===== src/rtl/segway_pkg.sv =====
// Shared Segway types and default battery thresholds used by batt_mon and the Segway top.
package segway_pkg;

    typedef enum logic [1:0] {INIT, OK, LOW, CRIT} batt_state_t;

    localparam int          BATT_AVG_SHIFT  = 3;
    localparam logic [11:0] BATT_LOW_THRES  = 12'h800;
    localparam logic [11:0] BATT_OK_THRES   = 12'h880;
    localparam logic [11:0] BATT_CRIT_THRES = 12'h700;
    localparam int          BATT_CONSEC     = 4;

endpackage


===== src/rtl/batt_avg.sv =====
// Block averager: sums 2**AVG_SHIFT readings, then publishes the truncated mean with a one-cycle valid.
module batt_avg #(
    parameter int AVG_SHIFT = 3
) (
    input  logic        clk,
    input  logic        rst_n,
    input  logic        smpl,
    input  logic [11:0] batt,
    output logic [11:0] avg_now,
    output logic        win_done,
    output logic [11:0] batt_avg,
    output logic        avg_vld
);

    localparam int ACC_W = 12 + AVG_SHIFT;
    localparam logic [AVG_SHIFT-1:0] CNT_LAST = '1;
    localparam logic [AVG_SHIFT-1:0] CNT_ONE  = AVG_SHIFT'(1);

    logic [ACC_W-1:0]     acc;
    logic [ACC_W-1:0]     sum;
    logic [AVG_SHIFT-1:0] smp_cnt;

    // The average is exposed combinationally so the FSM can act on the same edge it is registered.
    assign sum      = acc + ACC_W'(batt);
    assign avg_now  = sum[ACC_W-1:AVG_SHIFT];
    assign win_done = smpl && (smp_cnt == CNT_LAST);

    always_ff @(posedge clk or negedge rst_n) begin
        if (!rst_n) begin
            acc      <= '0;
            smp_cnt  <= '0;
            batt_avg <= '0;
            avg_vld  <= 1'b0;
        end else begin
            avg_vld <= win_done;
            if (win_done) begin
                acc      <= '0;
                smp_cnt  <= '0;
                batt_avg <= avg_now;
            end else if (smpl) begin
                acc     <= sum;
                smp_cnt <= smp_cnt + CNT_ONE;
            end
        end
    end

endmodule


===== src/rtl/batt_mon.sv =====
// Battery monitor: averaged readings drive a debounced OK/LOW/CRIT state with hysteresis.
module batt_mon
    import segway_pkg::*;
#(
    parameter int          AVG_SHIFT  = BATT_AVG_SHIFT,
    parameter logic [11:0] LOW_THRES  = BATT_LOW_THRES,
    parameter logic [11:0] OK_THRES   = BATT_OK_THRES,
    parameter logic [11:0] CRIT_THRES = BATT_CRIT_THRES,
    parameter int          CONSEC     = BATT_CONSEC
) (
    input  logic        clk,
    input  logic        rst_n,
    input  logic        smpl,
    input  logic [11:0] batt,
    output logic [11:0] batt_avg,
    output logic        avg_vld,
    output logic        batt_low,
    output logic        batt_crit
);

    localparam logic [3:0] CONSEC_C = 4'(CONSEC);

    logic [11:0] avg_now;
    logic        win_done;

    batt_state_t state, state_nxt;
    logic [3:0]  dbnc, dbnc_nxt, dbnc_inc, run;
    logic        crit_dir, crit_dir_nxt;
    logic        is_crit, is_low, is_ok;

    batt_avg #(.AVG_SHIFT(AVG_SHIFT)) u_avg (
        .clk      (clk),
        .rst_n    (rst_n),
        .smpl     (smpl),
        .batt     (batt),
        .avg_now  (avg_now),
        .win_done (win_done),
        .batt_avg (batt_avg),
        .avg_vld  (avg_vld)
    );

    always_ff @(posedge clk or negedge rst_n) begin
        if (!rst_n) begin
            state     <= INIT;
            dbnc      <= '0;
            crit_dir  <= 1'b0;
            batt_low  <= 1'b0;
            batt_crit <= 1'b0;
        end else begin
            state     <= state_nxt;
            dbnc      <= dbnc_nxt;
            crit_dir  <= crit_dir_nxt;
            batt_low  <= (state_nxt == LOW) || (state_nxt == CRIT);
            batt_crit <= (state_nxt == CRIT);
        end
    end

    // In LOW, crit_dir remembers which direction the running count belongs to so a flip restarts it.
    always_comb begin
        state_nxt    = state;
        dbnc_nxt     = dbnc;
        crit_dir_nxt = crit_dir;
        is_crit      = avg_now < CRIT_THRES;
        is_low       = avg_now < LOW_THRES;
        is_ok        = avg_now >= OK_THRES;
        dbnc_inc     = dbnc + 4'd1;
        run          = 4'd1;
        if (win_done) begin
            case (state)
                INIT: begin
                    dbnc_nxt = '0;
                    if (is_crit)     state_nxt = CRIT;
                    else if (is_low) state_nxt = LOW;
                    else             state_nxt = OK;
                end
                OK: begin
                    if (!is_low) begin
                        dbnc_nxt = '0;
                    end else if (dbnc_inc == CONSEC_C) begin
                        state_nxt = LOW;
                        dbnc_nxt  = '0;
                    end else begin
                        dbnc_nxt = dbnc_inc;
                    end
                end
                LOW: begin
                    if (is_crit || is_ok) begin
                        if ((dbnc != 4'd0) && (crit_dir == is_crit)) run = dbnc_inc;
                        if (run == CONSEC_C) begin
                            state_nxt = is_crit ? CRIT : OK;
                            dbnc_nxt  = '0;
                        end else begin
                            dbnc_nxt     = run;
                            crit_dir_nxt = is_crit;
                        end
                    end else begin
                        dbnc_nxt = '0;
                    end
                end
                CRIT: begin
                    state_nxt = CRIT;
                end
                default: begin
                    state_nxt = INIT;
                    dbnc_nxt  = '0;
                end
            endcase
        end
    end

endmodule

===== config.mk =====
export PLATFORM = sky130hd
export DESIGN_NAME = batt_mon
export DESIGN_NICKNAME = d
export VERILOG_FILES = /design/src/rtl/segway_pkg.sv /design/src/rtl/batt_avg.sv /design/src/rtl/batt_mon.sv
export SDC_FILE = /design/constraint.sdc
export NUM_CORES = 1
export LEC_CHECK = 0
export BUFFER_PORTS_ARGS = -buffer_cell sky130_fd_sc_hd__clkbuf_2
export CORE_MARGIN = 10
export CORE_UTILIZATION = 53
export CTS_CLUSTER_SIZE = 12
export DETAILED_ROUTE_END_ITERATION = 8
export PLACE_DENSITY = 0.76
export SETUP_SLACK_MARGIN = 0.4
export SYNTH_ARGS = -nofsm -noshare
export SYNTH_HDL_FRONTEND = slang
export SYNTH_SLANG_ARGS = --single-unit

===== constraint.sdc =====
create_clock -name clk -period 2.98 [get_ports clk]
set_clock_uncertainty 0.1 [all_clocks]
set_input_delay 0.298 -clock clk [delete_from_list [all_inputs] [get_ports clk]]
set_output_delay 0.298 -clock clk [all_outputs]
set_load 0.02 [all_outputs]

==> flow_metrics.tcl <==
set metrics [dict create \
    status "complete, but fails checks" \
    violations "setup timing" \
    fillers 398 \
    synth_fp_nets 319 \
    hpwl_mm 4.917 \
    final_hold_viol_count 0 \
    die_w_um 91.84 \
    clock_tree.buffer_depth 2 \
    wl_met3_um 215 \
    p_int_mw 2.344 \
    crit_type "reg -> reg" \
    cp-end-kind "register" \
    r2r-start "u_avg.acc[10]$_DFFE_PN0P_" \
    top_layer "met4" \
    slew-limit-headroom_pct 33.76 \
    cts_tree "built" \
    swShare_pct 43.56 \
    fmax_mhz 320.4 \
    path_clk_slew_ps 90 \
    dp_slack_ps -154.6 \
    drc 0 \
    htree_levels 2 \
    coreArea_mm2 0.005042 \
    reg2reg_to "batt_crit$_DFF_PN0_" \
    cpMostUsedCell "buf_4" \
    rsz0062_at_grt "true" \
    routedWlPerCell_um 16.21 \
    wl_met1_mm 2.887 \
    gp_congestion 0.9086 \
    reg2reg_depth 13 \
    initial_core_util_pct 54.24 \
    hold_path_class "in -> async" \
    p_leak_nw 1.612 \
    grt_pass1_wl_mm 11.61 \
    synthesis.area_mm2 0.002735 \
    dp_cells 402 \
    gr-usage-all-layers_pct 16.51 \
    fp-row-count 26 \
    die-area_mm2 0.008434 \
    grt.overflow.total 0 \
    p_total_mw 4.154 \
    dr.first_iter.drc_count 138 \
    power_frac_comb_pct 66.1 \
    cts-buffers-inserted 5 \
    max_slew.worst_pin.slew_ps 993.6 \
    critPathMaxStageDelay_ps 400 \
    setup_viol 8 \
    synth.distinct_cells 65 \
    syn_inst 282 \
    cp.arrival_ps 3220 \
    cts_root_buf "clkbuf_8" \
    die_h_um 91.84 \
    worstPathMaxFanout 5 \
    synth_flop_cell "dfrtp_1" \
    cts.sinks 40 \
    path_cells "ha_1, a211oi_4, o21ai_1, a211oi_2, nor4b_4, nor3_2, a21boi_4, buf_4, buf_4, nand3_1, a31oi_1, a221o_1, and2_1" \
    yosys-top-cells-area "dfrtp_1, ha_1, nand2_1, inv_1, o22ai_1" \
    maxCapViolCount 0 \
    fin_ws_ps -141.2 \
    fin_setup_tns_ps -523.7 \
    slew_viol_final 0 \
    power.switching_mw 1.810 \
    vdd.ir_drop.worst_mv 0.8045 \
    nets 383 \
    p_seq_share_pct 22.8 \
    yosys_warnings 0 \
    ctsHoldBuffers 0 \
    min_period_ps 3121 \
    numPortBuffers 29 \
    clkPwrFrac_pct 11.1 \
    synthArstFlopShare_pct 100.0 \
    first_pass_iters 4 \
    powerDensity_mw_per_mm2 1222 \
    drive_above_1_share_pct 33.14 \
    dr_wl_met2_mm 3.529 \
    clk_latency_ps 300 \
    critPathSlowestCell "dfrtp_1" \
    antenna_cells 0 \
    ioPinCount 30 \
    whs_ps 50.18 \
    synth_largest_area_cell "dfrtp_1" \
    antenna_found_initial 0 \
    area_growth_syn_to_layout_pct 24.34 \
    grt_pass1_vias 2481 \
    ff2ff_setup_slack_ps -140 \
    vias 2335 \
    vias_per_cell 5.600 \
    start_kind "register" \
    cp.required_ps 3080 \
    synth_edf_count 0 \
    synth_seq_cells 40 \
    synth.top_cell.area_share_pct 36.60 \
    grt_start_max_net_pins 41 \
    ant_nets 0 \
    wirelength_mm 6.759 \
    finalNonFillerCells 417 \
    period_share_pct 104.7 \
    seq_area_frac_synth_pct 36.60 \
    syn_avg_cell_area_um2 9.699 \
]
Yosys cell counts, drive strengths merged (2+ instances only):
cell type and n:
nand4 5, or3 2, nand3b 3, clkbuf 6, inv 24, xor2 6, o21ai 25, a211oi 6
a21oi 11, o21bai 2, nor2 11, dfrtp 40, nor3 4, nor2b 2, o22ai 13, nand3 8
o21a 2, a221oi 2, mux2 2, xnor2 7, and3 3, buf 3, or2 2, a21o 6
o211ai 6, o22a 2, nand2 32, and2 2, ha 21, a221o 2, mux2i 2, or2b 2
timing repair:
action,CTS,global route
setup endpoints to repair,9,11
pin swaps,14,5
resized for setup,10,4
buffers inserted,4,3
final cells by class:
cell class	instances	area (um2)	area share [%]
flip-flops and latches	40	1001	29.43
clock buffers	5	68.82	2.024
well taps	70	87.58	2.575
clock inverters	3	46.29	1.361
inverters	24	90.09	2.649
repair buffers	66	434.2	12.77
multi-input cells	209	1673	49.19
sequential cells by signal, summed over array words and instances (netlist names):
name	count
crit_dir	1
batt_low	1
u_avg.smp_cnt	3
state	2
dbnc	4
u_avg.batt_avg	12
u_avg.avg_vld	1
batt_crit	1
u_avg.acc	15
logic make-up (layout without fill, tap and decap cells):
| group | count (synthesis) | after routing | share of synthesized area, % |
|---|---|---|---|
| xor gates and xnor gates | 13 | 13 | 5.535 |
| muxes | 4 | 4 | 1.555 |
| and+or+nand+nor | 81 | 81 | 16.06 |
| adders and majority gates | 22 | 22 | 10.34 |
| buffers and inverters | 33 | 98 | 5.078 |
| AOI/OAI and AO/OA | 89 | 89 | 24.84 |
| DFF | 40 | 40 | 36.60 |
power by group through the flow:
stage / Clock (mW) / Combinational (mW) / Sequential (mW)
floorplan: 0 / 1.60 / 1.01
global placement: 0 / 2.36 / 0.944
detailed placement: 0 / 2.41 / 0.954
CTS: 0.475 / 2.64 / 0.946
global route: 0.500 / 3.01 / 0.977
finish: 0.462 / 2.75 / 0.947
per-layer routing:
metal	up-vias	global-route usage, %
li1	1147	-
met1	1129	18.75
met2	46	29.80
met3	13	3.341
met4	0	6.170
met5	-	0
how the worst max path moves through the flow:
stage | startpoint | to | slack, ps | depth (start not counted)
floorplan | u_avg.acc[0]$_DFFE_PN0P_ | batt_crit$_DFF_PN0_ | -20 | 12
global placement | batt[0] | batt_crit$_DFF_PN0_ | -90 | 13
detailed placement | batt[0] | batt_crit$_DFF_PN0_ | -150 | 13
CTS | u_avg.acc[0]$_DFFE_PN0P_ | batt_crit$_DFF_PN0_ | -110 | 12
global route | u_avg.acc[6]$_DFFE_PN0P_ | batt_crit$_DFF_PN0_ | -330 | 12
finish | u_avg.acc[10]$_DFFE_PN0P_ | batt_crit$_DFF_PN0_ | -140 | 13
worst max-delay path: cells and delay by family (launching register included):
| family | cells | cell delay [ps] |
|---|---|---|
| DFF | 1 | 400 |
| buffers and inverters | 2 | 280 |
| and+or+nand+nor | 4 | 610 |
| adders and majority gates | 1 | 380 |
| AOI/OAI and AO/OA | 6 | 1250 |
cells in the final DEF (no fill, tap or decap), types with 3 or more instances in the layout:
| master | Yosys | routed |
|---|---|---|
| a21oi_1 | 7 | 7 |
| o22ai_1 | 13 | 13 |
| xor2_1 | 6 | 5 |
| inv_1 | 24 | 23 |
| buf_6 | 1 | 3 |
| dfrtp_1 | 40 | 40 |
| clkbuf_8 | 0 | 5 |
| nand3_1 | 8 | 8 |
| nand3b_1 | 3 | 3 |
| xnor2_1 | 5 | 4 |
| o21ai_0 | 16 | 15 |
| nand4_1 | 4 | 4 |
| nor3_1 | 4 | 3 |
| nand2_1 | 32 | 30 |
| a21o_1 | 6 | 6 |
| o21ai_1 | 6 | 6 |
| a21oi_2 | 3 | 3 |
| buf_4 | 2 | 34 |
| o211ai_1 | 5 | 5 |
| ha_1 | 21 | 20 |
| clkbuf_2 | 0 | 29 |
| o21ai_2 | 2 | 3 |
| a211oi_2 | 3 | 4 |
| nor2_1 | 10 | 10 |
per-stage QoR:
stage                     util (%)  area, um2
after detailed placement     62.93       3173
final                        67.44       3401
after global routing         67.44       3401
after CTS                    66.70       3363
after floorplan                  -       2764
after global placement       62.93       3173
No activity file was read; power rests on OpenSTA's default activity.
